--- config.mk ---
export PLATFORM = sky130hd
export DESIGN_NAME = proc_run_ctrl
export DESIGN_NICKNAME = d
export VERILOG_FILES = /design/src/rtl/proc_run_ctrl.sv
export SDC_FILE = /design/constraint.sdc
export NUM_CORES = 1
export LEC_CHECK = 0
export ABC_AREA = 1
export CORE_MARGIN = 3
export CORE_UTILIZATION = 53
export DETAILED_ROUTE_END_ITERATION = 8
export PLACE_DENSITY = 0.8
export SLEW_MARGIN = 5
export SYNTH_ARGS = -nofsm -noshare
export SYNTH_HDL_FRONTEND = slang
export SYNTH_SLANG_ARGS = --single-unit
--- constraint.sdc ---
create_clock -name clk -period 2.6 [get_ports clk]
set_input_delay 0.26 -clock clk [delete_from_list [all_inputs] [get_ports clk]]
set_output_delay 0.26 -clock clk [all_outputs]
set_load 0.01 [all_outputs]
--- src/rtl/proc_run_ctrl.sv ---
// Run controller for Proc cores: core reset sequencing, run-cycle counting, sticky halt
// collection, drain window and watchdog. Define PROC_RUN_TRACE_EN for a simulation trace.
module proc_run_ctrl #(
  parameter int NCORES       = 1,
  parameter int CNT_W        = 32,
  parameter int RST_CYCLES   = 4,
  parameter int DRAIN_CYCLES = 8,
  parameter int MAX_CYCLES   = 100000,
  parameter int HALT_MODE    = 0
) (
  input  logic              clk,
  input  logic              rst_n,
  input  logic [NCORES-1:0] halt,
  input  logic              restart,
  output logic              core_rst_n,
  output logic              run_done,
  output logic              timeout,
  output logic [NCORES-1:0] halt_mask,
  output logic [CNT_W-1:0]  cycle_count,
  output logic [CNT_W-1:0]  halt_cycle
);
  localparam int HOLD_W  = $clog2(RST_CYCLES + 1);
  localparam int DRAIN_W = (DRAIN_CYCLES < 1) ? 1 : $clog2(DRAIN_CYCLES + 1);

  typedef enum logic [2:0] {S_HOLD, S_RUN, S_DRAIN, S_DONE, S_TIMEOUT} state_t;

  state_t              state, state_n;
  logic [HOLD_W-1:0]   hold_cnt, hold_n;
  logic [DRAIN_W-1:0]  drain_cnt, drain_n;
  logic [NCORES-1:0]   mask_acc, mask_n;
  logic [CNT_W-1:0]    cnt_inc, cnt_n, hcyc_n;
  logic                halt_hit;

  always_ff @(posedge clk or negedge rst_n) begin
    if (!rst_n) state <= S_HOLD;
    else        state <= state_n;
  end

  always_comb begin
    state_n  = state;
    hold_n   = hold_cnt;
    drain_n  = drain_cnt;
    mask_n   = halt_mask;
    cnt_n    = cycle_count;
    hcyc_n   = halt_cycle;
    mask_acc = halt_mask | halt;
    cnt_inc  = (&cycle_count) ? cycle_count : cycle_count + CNT_W'(1);
    // Halt condition is judged on the mask including this cycle's halt inputs.
    halt_hit = (HALT_MODE != 0) ? (|mask_acc) : (&mask_acc);
    case (state)
      S_HOLD: begin
        hold_n = hold_cnt + HOLD_W'(1);
        if (hold_cnt == HOLD_W'(RST_CYCLES - 1)) state_n = S_RUN;
      end
      S_RUN: begin
        cnt_n  = cnt_inc;
        mask_n = mask_acc;
        if (halt_hit) begin
          hcyc_n  = cnt_inc;
          drain_n = '0;
          state_n = (DRAIN_CYCLES == 0) ? S_DONE : S_DRAIN;
        end else if (MAX_CYCLES != 0 && 64'(cnt_inc) == 64'(MAX_CYCLES)) begin
          state_n = S_TIMEOUT;
        end
      end
      S_DRAIN: begin
        mask_n  = mask_acc;
        drain_n = drain_cnt + DRAIN_W'(1);
        if (drain_cnt == DRAIN_W'(DRAIN_CYCLES - 1)) state_n = S_DONE;
      end
      S_DONE, S_TIMEOUT: begin
        if (restart) begin
          state_n = S_HOLD;
          hold_n  = '0;
          mask_n  = '0;
          cnt_n   = '0;
          hcyc_n  = '0;
        end
      end
      default: state_n = S_HOLD;
    endcase
  end

  // Status outputs are decoded from the next state so they change on the transition edge.
  always_ff @(posedge clk or negedge rst_n) begin
    if (!rst_n) begin
      hold_cnt    <= '0;
      drain_cnt   <= '0;
      halt_mask   <= '0;
      cycle_count <= '0;
      halt_cycle  <= '0;
      core_rst_n  <= 1'b0;
      run_done    <= 1'b0;
      timeout     <= 1'b0;
    end else begin
      hold_cnt    <= hold_n;
      drain_cnt   <= drain_n;
      halt_mask   <= mask_n;
      cycle_count <= cnt_n;
      halt_cycle  <= hcyc_n;
      core_rst_n  <= (state_n != S_HOLD);
      run_done    <= (state_n == S_DONE) || (state_n == S_TIMEOUT);
      timeout     <= (state_n == S_TIMEOUT);
    end
  end

`ifdef PROC_RUN_TRACE_EN
  always_ff @(posedge clk) begin
    if (rst_n) begin
      for (int i = 0; i < NCORES; i++)
        if (mask_n[i] && !halt_mask[i])
          $display("%0t proc_run_ctrl: core %0d halted, cycle_count=%0d", $time, i, cnt_n);
      if (state_n == S_DONE && state != S_DONE)
        $display("%0t proc_run_ctrl: run done, halt_cycle=%0d", $time, hcyc_n);
      if (state_n == S_TIMEOUT && state != S_TIMEOUT)
        $display("%0t proc_run_ctrl: watchdog, cycle_count=%0d", $time, cnt_n);
    end
  end
`endif

endmodule

==> impl_metrics.py, run 1 <==
metrics = {
    "outcome": {
        "status": "finished, final reports clean",
    },
    "timing": {
        "setup_viol": 0,
        "fin_crit_ns": 2.39,
        "hold_violations": 0,
        "skew_ns": 0.00902,
        "tightestPinTransition_ns": 0.975,
        "worst_slack_ns": 0.210,
        "post-route-period-util_pct": 91.9,
        "fmax_mhz": 418,
        "report.final.slew_viol_count": 0,
        "maxSlewHeadroom_pct": 35.0,
    },
    "power": {
        "p_comb_share_pct": 43.2,
        "clkPwrFrac_pct": 19.0,
        "swShare_pct": 39.8,
        "vdd_drop_max_uv": 654,
        "power.internal_w": 0.00296,
        "power_density_nw_per_um2": 909,
        "seqPwrFrac_pct": 37.9,
        "p_leak_nw": 2.38,
        "switching_power_w": 0.00195,
    },
    "placement": {
        "dp_slack_ns": 0.0519,
        "dpl.cell_count": 750,
        "gp_congestion": 0.988,
        "port_buffers": 71,
        "dpl.hpwl_mm": 10.0,
        "dpl_cell_area_um2": 5130,
    },
    "layout": {
        "syn_to_final_growth_pct": 28.2,
        "stdcell_count": 767,
        "postLayoutCellArea_um2": 5400,
        "antenna_cells": 0,
        "drive_gt1_share_pct": 10.0,
        "num-nets-final": 671,
    },
    "synthesis": {
        "synth_nets": 583,
        "synth_area_leaders": "dfrtp_1, nand2_1, nor2_1, inv_1, o21ai_0",
        "synthSimpleGateAreaFrac_pct": 31.6,
        "synthAdderAreaFrac_pct": 1.19,
        "synth_compound_area_share_pct": 10.6,
        "synth_common_cells": "nand2_1, dfrtp_1, nor2_1, inv_1, o21ai_0",
        "synth_largest_area_cell": "dfrtp_1",
        "synthXorXnorAreaFrac_pct": 1.87,
        "synth-main-ff-cell": "dfrtp_1",
        "ys_types": 29,
        "synth_edf_count": 0,
        "synth_top_family_by_area": "simple AND/OR/NAND/NOR gates",
        "avgSynthCellArea_um2": 7.32,
        "ys_ff_latch": 78,
        "yosys_warnings": 0,
        "synth_seq_area_share_pct": 46.4,
        "synth_top_cell_area_share_pct": 46.4,
        "synth_cells": 575,
        "yosys.cell_count.top_type": "nand2_1",
        "syn_area_um2": 4210,
        "synthMuxAreaShare_pct": 0,
        "synthArstFlopShare_pct": 100,
    },
    "critical_path": {
        "cp-end-kind": "flop",
        "crit_type": "reg -> reg",
        "crit_required_ns": 2.85,
        "crit_path_frequent_cell": "nand2_1",
        "crit_fanout": 22,
        "cp-start-kind": "flop",
        "slowest_delay_ns": 0.44,
        "arrival_ns": 2.64,
        "cp_cell_sequence": "nand2_1 > nor2_4 > nand2_4 > nor2_8 > nand2_8 > inv_4 > or2_2 > nand2_1 > nor2_1 > nand2_1 > nor2_1 > nand2_1 > nand2_1 > nand2_2 > nor2_2 > nand2_1",
        "critPathSlowestCell": "dfrtp_1",
    },
    "route": {
        "vias": 4303,
        "vias_per_cell": 5.61,
        "drc": 0,
        "wirelength_mm": 13.4,
        "wl_per_cell_um": 17.4,
        "drtIter0Drc": 304,
        "antenna_left": 0,
        "first_pass_iters": 5,
    },
    "die": {
        "fp.dieW_um": 95.1,
        "start_util_pct": 56.2,
        "ioPinCount": 72,
        "die-area_um2": 9050,
        "core_area_um2": 7490,
        "chipHeight_um": 95.1,
        "rows": 31,
    },
    "hold_path": {
        "min_path_type": "in -> async",
    },
    "clocking": {
        "clkTransAtPathRegs_ns": 0.08,
        "cts_tree": "built",
        "holdBufCountCts": 0,
        "cts_root_buffer": "clkbuf_8",
        "cts.path.max_buffers": 2,
        "worstSkewPairLatency_ns": 0.36,
        "clock-sinks": 78,
        "cts_max_level": 3,
        "numCtsBuffers": 9,
    },
    "global_routing": {
        "grt_pass1_vias": 4226,
        "grt_max_degree": 79,
        "antenna_found_initial": 0,
        "grt_pass1_wl_mm": 21.8,
        "gr-usage-all-layers_pct": 31.8,
        "overflow": 0,
    },
    "run": {
        "drv_cap": 0,
    },
}
cells in the final DEF (no fill, tap or decap):
master             n
nand3_1           40
buf_12             1
nand2_2            5
clkinv_4           1
nor2_4             6
dfrtp_2            1
nor2_8             1
bufinv_16          1
clkinv_2           1
inv_2              3
inv_4              1
clkinvlp_4         2
nand2_8            1
nor2_2            10
nor2_1            66
nand4_1            6
inv_1             73
nand2_4            1
clkbuf_8          10
clkbuf_1           1
o22ai_1           28
a21oi_1            1
o21ai_0           46
xnor2_1            1
a211oi_1           1
clkdlybuf4s50_1   70
nor3_1             4
nand2_1          172
dfrtp_1           77
clkinv_1           1
nand3_2            1
a32o_1             1
xor2_1             8
or2_2              1
buf_4             19
o21ai_4            1
a22o_1             1
ha_1               4
power groups by stage:
stage | combinational [W] | sequential (W) | clock [W]
final | 0.00212 | 0.00186 | 0.000931
after global routing | 0.00233 | 0.00190 | 0.000992
after CTS | 0.00208 | 0.00185 | 0.000942
after detailed placement | 0.00206 | 0.00187 | 0
after global placement | 0.00201 | 0.00185 | 0
after floorplan | 0.000929 | 0.00194 | 0
final cells by class:
| class | instances | area [µm²] |
|---|---|---|
| Clock inverter | 5 | 58.8 |
| Inverter | 78 | 295 |
| Sequential cell | 78 | 1950 |
| Fill cell | 606 | 2090 |
| Tap cell | 99 | 124 |
| Multi-Input combinational cell | 406 | 1960 |
| Clock buffer | 11 | 141 |
| Timing Repair Buffer | 90 | 863 |
per-stage QoR:
stage                     setup TNS (ns)  power, W  hold slack [ns]  utilization, %
final                                  0   0.00491           0.0612            72.1
after detailed placement               0   0.00393            0.473            68.5
after CTS                              0   0.00487           0.0902            71.2
after global routing           -0.000212   0.00522            0.123            72.1
after global placement                 0   0.00386            0.463            68.5
after floorplan                        0   0.00287          -0.0356               -
state kept, by name, indices dropped and copies added, names as in the netlist:
register / cells
core_rst_n: 1
cycle_count: 32
drain_cnt: 4
halt_cycle: 32
halt_mask: 1
hold_cnt: 3
run_done: 1
state: 3
timeout: 1
path summary, 6_finish.rpt:
path	endpoint	slack [ns]	depth (start not counted)	start
max	core_rst_n	0.21	16	cycle_count[5]
min	halt_cycle[3]	0.06	1	rst_n
max reg2reg	core_rst_n	0.21	16	cycle_count[5]
min reg2reg	halt_cycle[29]	0.49	2	halt_cycle[29]
max in group asynchronous	cycle_count[25]	1.88	1	rst_n
min in group clk	halt_cycle[29]	0.49	2	halt_cycle[29]
critical path: cells and delay by family, from the launching register on:
kind / cells / cell delay, ns
buf+inv: 1 / 0.16
flops: 1 / 0.44
simple gates: 15 / 1.69
routing by layer:
metal	global-route usage (%)	routed length, µm	up-vias
met5	0	0	-
li1	-	-	2011
met4	11.8	353	0
met3	5.76	967	34
met1	42.8	5680	2055
met2	51.2	6360	203
cell families after synthesis:
kind of cell / after synthesis
buffers and inverters: 91
AOI/OAI and AO/OA: 79
adders and majority gates: 4
and+or+nand+nor: 314
DFF: 78
xor gates and xnor gates: 9
what timing repair did:
action                                 4_1_cts  5_1_grt
setup buffers                                0        1
gates resized for setup                      0       16
endpoints found under the hold margin        0        0
setup endpoints to repair                    0        5
Power figures use the tool's default switching activity.
==> run 2: changes to the inputs <==
- RECOVER_POWER: unset -> 100
==> run 2 against run 1 <==
Net effect: the run now ends with capacitance limit, slew limit left; worst setup slack improved by 0.013 ns; largest cell class unchanged; register-to-register slack barely moved; clock power about the same; sequential power is essentially flat; first-iteration DRC count down 4.6%; global-route usage unchanged; cell count did not move; hold slack improved by 0.38 ns; highest routed layer unchanged.
==> impl_metrics.py, run 2 (same netlist as run 1, synthesis figures left out) <==
metrics = {
    "layout": {
        "num-nets-final": 671,
        "final_common_cell": "nand2_1",
        "final_cell_mix": "nand2_1, dfrtp_1, inv_1, dlygate4sd3_1, nor2_1",
        "drive_gt1_share_pct": 9.88,
        "syn_to_final_growth_pct": 27.7,
        "antenna_cells": 0,
        "reg.largest.list": "cycle_count: 32 flops, halt_cycle: 32 flops, drain_cnt: 4 flops",
    },
    "die": {
        "die-area_um2": 9050,
        "start_util_pct": 56.2,
        "chipHeight_um": 95.1,
        "rows": 31,
        "core_area_um2": 7490,
        "fp.dieW_um": 95.1,
        "ioPinCount": 72,
    },
    "clocking": {
        "cts_max_level": 3,
        "cts_tree": "built",
        "worstSkewPairLatency_ns": 0.36,
        "holdBufCountCts": 0,
        "cts_root_buffer": "clkbuf_8",
        "cts.path.max_buffers": 2,
        "clkTransAtPathRegs_ns": 0.08,
        "clock-sinks": 78,
        "numCtsBuffers": 9,
    },
    "timing": {
        "setup_viol": 0,
        "tightestPinTransition_ns": 1.93,
        "skew_ns": 0.0103,
        "hold_violations": 0,
        "report.final.slew_viol_count": 79,
        "fmax_mhz": 421,
        "post-route-period-util_pct": 91.4,
        "maxSlewHeadroom_pct": -28.7,
        "tns_ns": 0,
        "worst_slack_ns": 0.223,
        "fin_crit_ns": 2.38,
    },
    "global_routing": {
        "grt_pass1_vias": 4226,
        "antenna_found_initial": 0,
        "gr-usage-all-layers_pct": 31.8,
        "overflow": 0,
        "grt_pass1_wl_mm": 21.8,
        "grt_max_degree": 79,
    },
    "run": {
        "drv_cap": 1,
    },
    "hold_path": {
        "min_path_type": "in -> async",
    },
    "critical_path": {
        "arrival_ns": 2.62,
        "cp-end-kind": "flop",
        "crit_required_ns": 2.85,
        "reg2reg_to": "core_rst_n",
        "cp-start-kind": "flop",
        "regToRegSetupSlack_ns": 0.22,
        "crit_type": "reg -> reg",
        "ff2ff_path_depth": 16,
        "rr_startpoint": "cycle_count[5]",
        "crit_fanout": 22,
    },
    "placement": {
        "port_buffers": 71,
        "gp_congestion": 0.988,
        "dp_slack_ns": 0.0519,
        "dpl.hpwl_mm": 10.0,
    },
    "route": {
        "wl_per_cell_um": 17.5,
        "first_pass_iters": 7,
        "drtIter0Drc": 290,
        "antenna_left": 0,
        "wirelength_mm": 13.4,
        "drc": 0,
        "vias": 4325,
        "vias_per_cell": 5.64,
    },
    "power": {
        "p_leak_nw": 2.56,
        "vdd_drop_max_uv": 638,
        "power_density_nw_per_um2": 891,
    },
    "outcome": {
        "status": "complete, but fails checks",
        "violations": "capacitance limit, slew limit",
    },
}
run 2: changes by cell type in the layout (fill, tap and decap cells not counted), sizes merged:
cell and change:
dlygate4sd3 +67, clkdlybuf4s50 -67, buf -4, clkbuf +4
run 2: where the power goes:
part           switching [W]  internal (W)  total, W  leakage (nW)
Combinational        0.00117      0.000834   0.00200          1.42
Clock               0.000463      0.000470  0.000933        0.0955
Sequential          0.000311       0.00154   0.00185          1.04
run 2: metal layers:
layer | routed length (µm) | share of wire, % | up-vias | global-route usage, %
met5 | 0 | 0 | - | 0
met4 | 357 | 2.7 | 0 | 11.8
met3 | 1100 | 8.2 | 33 | 5.76
met2 | 6340 | 47 | 237 | 51.2
met1 | 5590 | 42 | 2038 | 42.8
li1 | - | - | 2017 | -
run 2: layout make-up:
class	count	area, µm²
Timing Repair Buffer	90	840
Inverter	78	295
Clock buffer	11	141
Clock inverter	5	58.8
Sequential cell	78	1950
Multi-Input combinational cell	406	1960
Fill cell	611	2110
Tap cell	99	124
run 2: worst max-delay path, cell delays in order (launching register included):
cell     delay (ns)
dfrtp_1        0.43
nand2_1        0.20
nor2_4         0.21
nand2_4        0.10
nor2_8         0.18
nand2_8        0.15
inv_4          0.16
or2_2          0.15
nand2_1        0.05
nor2_1         0.08
nand2_1        0.06
nor2_1         0.15
nand2_1        0.07
nand2_1        0.07
nand2_2        0.06
nor2_2         0.08
nand2_1        0.05
run 2: worst max path at each step:
stage / startpoint / endpoint / depth (start not counted)
finish: cycle_count[5] / core_rst_n / 16
global route: cycle_count[0] / core_rst_n / 17
CTS: cycle_count[0] / core_rst_n / 17
detailed placement: cycle_count[0] / core_rst_n / 15
global placement: cycle_count[0] / core_rst_n / 15
floorplan: cycle_count[1] / core_rst_n / 17
run 2: metrics by stage:
step / area [µm²] / hold slack [ns] / std cells / power, W / utilization, %
4_1_cts: 5330 / 0.0902 / 766 / 0.00487 / 71.2
3_5_place_dp: 5130 / 0.473 / 750 / 0.00393 / 68.5
6_report: 5370 / 0.442 / 767 / 0.00479 / 71.8
2_1_floorplan: 4210 / -0.0356 / 575 / 0.00287 / -
3_3_place_gp: 5130 / 0.463 / 750 / 0.00386 / 68.5
5_1_grt: 5370 / 0.509 / 767 / 0.00510 / 71.8
run 2: what timing repair did:
action	4_1_cts	5_1_grt
buffers inserted	0	1
resized for setup	0	16
setup endpoints to repair	0	5
